[src/rtl/program_counter.sv]
// program_counter
//   Architectural PC register for the ARM core fetch stage. Holds the current
//   instruction address. On each rising clock edge it either advances by
//   INCREMENT or loads the redirect target Result. It also presents the
//   sequential address PC + INCREMENT to the datapath for R15 reads and link
//   values.
//
// Parameters
//   WIDTH         address/datapath width in bits
//   RESET_VECTOR  value loaded into PC while Reset is low
//   INCREMENT     sequential step (one ARM instruction = 4 bytes)
//
// Ports
//   CLK        in   system clock; all state changes on its rising edge
//   Reset      in   synchronous active-low reset
//   PCSrc      in   1 = load Result, 0 = sequential increment
//   Result     in   redirect target (branch target or value written to R15)
//   PC         out  current instruction address (registered)
//   PC_Plus_4  out  PC + INCREMENT (combinational)
module program_counter #(
    parameter int               WIDTH        = 32,
    parameter logic [WIDTH-1:0] RESET_VECTOR = '0,
    parameter int               INCREMENT    = 4
) (
    input  logic             CLK,
    input  logic             Reset,
    input  logic             PCSrc,
    input  logic [WIDTH-1:0] Result,
    output logic [WIDTH-1:0] PC,
    output logic [WIDTH-1:0] PC_Plus_4
);

    localparam logic [WIDTH-1:0] STEP = WIDTH'(INCREMENT);

    logic [WIDTH-1:0] pc_reg;
    logic [WIDTH-1:0] pc_next;
    logic [WIDTH-1:0] pc_plus;

    // Modulo 2^WIDTH: the carry out of the top bit is dropped on purpose, so
    // the last word of the address space wraps to 0 with no overflow flag.
    assign pc_plus = pc_reg + STEP;

    // Result is taken verbatim; alignment checking belongs to other logic.
    always_comb begin
        pc_next = pc_plus;
        if (PCSrc) begin
            pc_next = Result;
        end
    end

    // Reset is sampled only at the edge and takes priority over a redirect.
    always_ff @(posedge CLK) begin
        if (!Reset) begin
            pc_reg <= RESET_VECTOR;
        end else begin
            pc_reg <= pc_next;
        end
    end

    assign PC        = pc_reg;
    assign PC_Plus_4 = pc_plus;

endmodule

[config.mk]
export PLATFORM = sky130hd
export DESIGN_NAME = program_counter
export DESIGN_NICKNAME = d
export VERILOG_FILES = /design/src/rtl/program_counter.sv
export SDC_FILE = /design/constraint.sdc
export NUM_CORES = 1
export LEC_CHECK = 0
export ABC_CLOCK_PERIOD_IN_PS = 2700
export BUFFER_PORTS_ARGS = -buffer_cell sky130_fd_sc_hd__buf_2
export CAP_MARGIN = 5
export CORE_UTILIZATION = 30
export CTS_CLUSTER_SIZE = 8
export DETAILED_ROUTE_END_ITERATION = 12
export PLACE_DENSITY_LB_ADDON = 0.12
export REMOVE_ABC_BUFFERS = 1
export SYNTH_ARGS = -nofsm -noshare
export SYNTH_HDL_FRONTEND = slang
export SYNTH_SLANG_ARGS = --single-unit
[constraint.sdc]
create_clock -name CLK -period 2.7 [get_ports CLK]
set_input_delay 0.135 -clock CLK [delete_from_list [all_inputs] [get_ports CLK]]
set_output_delay 0.135 -clock CLK [all_outputs]
set_load 0.01 [all_outputs]
; Yosys cells after proc, flatten, opt, wreduce, memory -nomap -nowiden
; Cells that the tools add are included.
[classes]
add_sub_neg = 1
n_mul = 0
n_div = 0
n_lt_le_gt_ge = 0
n_eq_ne = 0
n_shift = 0
muxes = 1
bitwise_logic = 0
reduce_logical = 0
[ops]
columns = operator, count
row1 = $add A32 B3 Y32 const B, 1
row2 = $mux W32, 1
[word_totals]
reg_bits = 32
latchBits = 0
ram_bits = 0
rom_bits = 0
input_bits = 35
out_inout_bits = 64
word_cells = 3
n_memories = 0

; Longest topological paths before layout
[logic_depth]
word_depth = 2
mapped_depth = 6
depth_no_buf = 5

; Worst setup path after synthesis
; Ideal clock, no wire load.
[synth_timing]
kind = register -> register
startpoint = register pc_reg[2] (netlist: PC[2])
endpoint = register pc_reg[22] (netlist: PC[22])
setup_ns = 0.122
arrival_ns = 2.020
required_time_ns = 2.578
slack_ns = 0.558
stages_incl_launch_ff = 7
n_path_buf = 1
period_less_slack_ns = 2.142
path_cell_list = dfxtp_1 -> ha_1 -> nand3_1 -> or4_4 -> buf_6 -> o31a_1 -> o311a_1
[synth_between]
elab_chain_cells = 2
[synth_rtl]
columns = element, line
row1 = "start, declared", 35  ; logic [WIDTH-1:0] pc_reg;
row2 = "start signal, assigned", 56  ; pc_reg <= pc_next;
row3 = $add A32 B3 Y32, 41  ; assign pc_plus = pc_reg + STEP;
row4 = $mux W32, 46  ; if (PCSrc) begin
; No other way between the ends.
; A chain may end at the register's enable or synchronous reset.

; Worst setup path in the final report
[layout_timing]
startpoint = register pc_reg[6] (netlist: PC[6])
endpoint = output port PC_Plus_4[26]
[layout_between]
elab_chain_cells = 1
[layout_rtl]
columns = element, line
row1 = $add A32 B3 Y32, 41
row2 = "end, declared", 30  ; output logic [WIDTH-1:0] PC_Plus_4
; No other way between the ends.

==> run metrics <==
synthesized netlist cell count 225; nets 356; Yosys warnings 0; VDD IR max 0.203 mV; fillcell total between 600 and 700; count of cell types in the netlist 39; drt drc 0; Mapped Area 1930 µm²; Critical Path End Type output port; leakage power 1.26 nW; Setup CP Type reg2out; TritonCTS clock tree yes; Tot Pwr 1.20 mW; hpwl dp 4.21 mm; Critical Path Fanout Max 11; Logic pwr share between 20% and 30%; global route total overflow 0; pwr/cell area roughly 470 nW/µm²; vias 2,003; I/O Buffers 98; clk buf depth 2; Routed Antenna Nets 0; most frequent cells in the layout 98 x buf_2, 32 x dfxtp_1, 18 x nand2_1; Worst-Margin Slew approximately 590 ps; Flop pwr share 45.8%; post-synthesis area per instance 8.59 µm²; Die Wd 82.2 µm; vias in the first global route 1,803; max frequency between 300 and 400 MHz; placer congestion estimate 0.751; Pre-antenna DRT Iters 4; RSZ-0062 raised after global routing no; outcome finished, final reports clean; CTS Root Cell clkbuf_8; final worst path period share a little over nine tenths; max reg flops 32; initial antenna violation count 0; clk sink count 32; starting density of the core 31.9%; Pint 854 µW; Clock transition at path regs 70 ps; Hold Path Class in2reg; # rows 28; final-report hold violation count 0; final setup violation count 0; CP arrival 2440 ps; sw frac between 20% and 30%; setup TNS 0 ps; largest net degree at the start of global routing 33; total CTS buffers 5; Die Area 6760 µm²; WL final 5.63 mm; share of cells above drive strength 1 40.6%; Sw Pwr 348 µW; H-tree depth 2; part of the power in the clock network 33.9%; I/O pins 99; Seq/Total Area, Yosys 33.2%; 1st-iter DRT viols 44; minimum clock period 2570 ps; global-route wire length before repair 8.76 mm; CP Launch Type register; total track usage 17.3%; area grow syn2layout 33.0%; WP data required 2570 ps; Post-Route Skew 4.98 ps; Die H approximately 82 µm; wire length per cell 14.3 µm; Via-to-Cell Ratio 5.07; Placed Area 2470 µm²; #FFs+latches synth 32; Max-cap violations 0; commonest non-fill, non-tap cell in the layout buf_2; Finished Cell Area 2570 µm²; worst skew pair latency 280 ps; Final Max Slew Viols 0; # diodes 0; core area slightly above 6000 µm²; relative slew slack 60.5%
cell type report:
cell class	count	area (µm²)	share of cell area [%]
Multi-Input combinational cell	173	1200	46.7
Sequential cell	32	641	24.9
Timing Repair Buffer	101	513	20.0
Clock buffer	7	96.3	3.75
Tap cell	75	93.8	3.65
Inverter	7	26.3	1.02
path summary, 6_finish.rpt:
path	start	endpoint	slack [ps]	cells after the start
worst max-delay path	PC[6]	PC_Plus_4[26]	130	5
worst min-delay path	Result[0]	PC[0]	110	3
worst max register to register	PC[6]	PC[26]	550	4
worst min register to register	PC[1]	PC[1]	540	2
layer usage:
metal / share of wire, % / up-vias / GRT usage [%]
li1: - / 1024 / -
met1: 47 / 917 / 22.3
met2: 47 / 55 / 28.7
met3: 4.8 / 7 / 2.97
met4: 1.5 / 0 / 6.32
met5: 0 / - / 0
worst max-delay path, cell delays in order (launching register included):
cell,delay [ps]
dfxtp_1,460
nand4_4,200
or4_4,680
o31a_2,380
or2_2,290
buf_2,140
through the flow:
step	hold WS, ps	setup WS, ps	utilization (%)	cells
after detailed placement	409	436	40.7	388
after global routing	117	0.833	42.4	395
final	109	126	42.4	395
after global placement	390	475	40.7	388
after floorplan	257	530	-	212
after CTS	103	119	42.3	395
power groups by stage:
stage / combinational (mW) / clock, mW / sequential (mW)
floorplan: 0.111 / 0 / 0.569
global placement: 0.246 / 0 / 0.561
detailed placement: 0.248 / 0 / 0.561
CTS: 0.249 / 0.420 / 0.550
global route: 0.271 / 0.446 / 0.557
finish: 0.244 / 0.407 / 0.550
synth_stat cells:
cell / n / area share, %
dfxtp_1: 32 / 33
nand2_1: 18 / 3.5
nand2b_1: 16 / 5.2
o311a_1: 12 / 6.2
o21ai_0: 11 / 2.8
or2_2: 11 / 3.6
nor3_1: 10 / 2.6
clkbuf_1: 9 / 1.7
nor4_1: 9 / 2.9
nand3_1: 8 / 2.1
xor2_1: 8 / 3.6
inv_1: 7 / 1.4
xnor2_1: 7 / 3.2
nand4_1: 6 / 1.9
o21ba_2: 6 / 3.1
a21boi_0: 5 / 1.9
and3_1: 5 / 1.6
nor2b_1: 5 / 1.6
o211a_1: 4 / 2.1
o31a_1: 4 / 1.8
mux2i_1: 3 / 1.6
nor2_1: 3 / 0.58
o21a_1: 3 / 1.2
a211oi_1: 2 / 0.78
a311oi_1: 2 / 0.91
a31oi_1: 2 / 0.65
and4_1: 2 / 0.91
buf_4: 2 / 0.78
buf_6: 2 / 1.2
or4_4: 2 / 1.2
a21oi_1: 1 / 0.26
and2_1: 1 / 0.32
ha_1: 1 / 0.65
nand4_4: 1 / 1.1
nor3b_1: 1 / 0.39
o31a_2: 1 / 0.52
or2_1: 1 / 0.32
or3_1: 1 / 0.32
or4_1: 1 / 0.39
cells by family after synthesis:
family	count (synthesis)	share of synthesized area [%]
xor+xnor	15	6.80
mux	3	1.55
fa+ha+maj	1	0.648
simple gates	101	30.5
compound gates	53	22.3
flops	32	33.2
buf+inv	20	5.05
timing repair:
item / CTS / global route
endpoints found under the setup margin: 0 / 2
gates resized for setup: 0 / 1
setup buffers: 0 / 0
hold buffers: 0 / 0
Power figures use the tool's default switching activity.
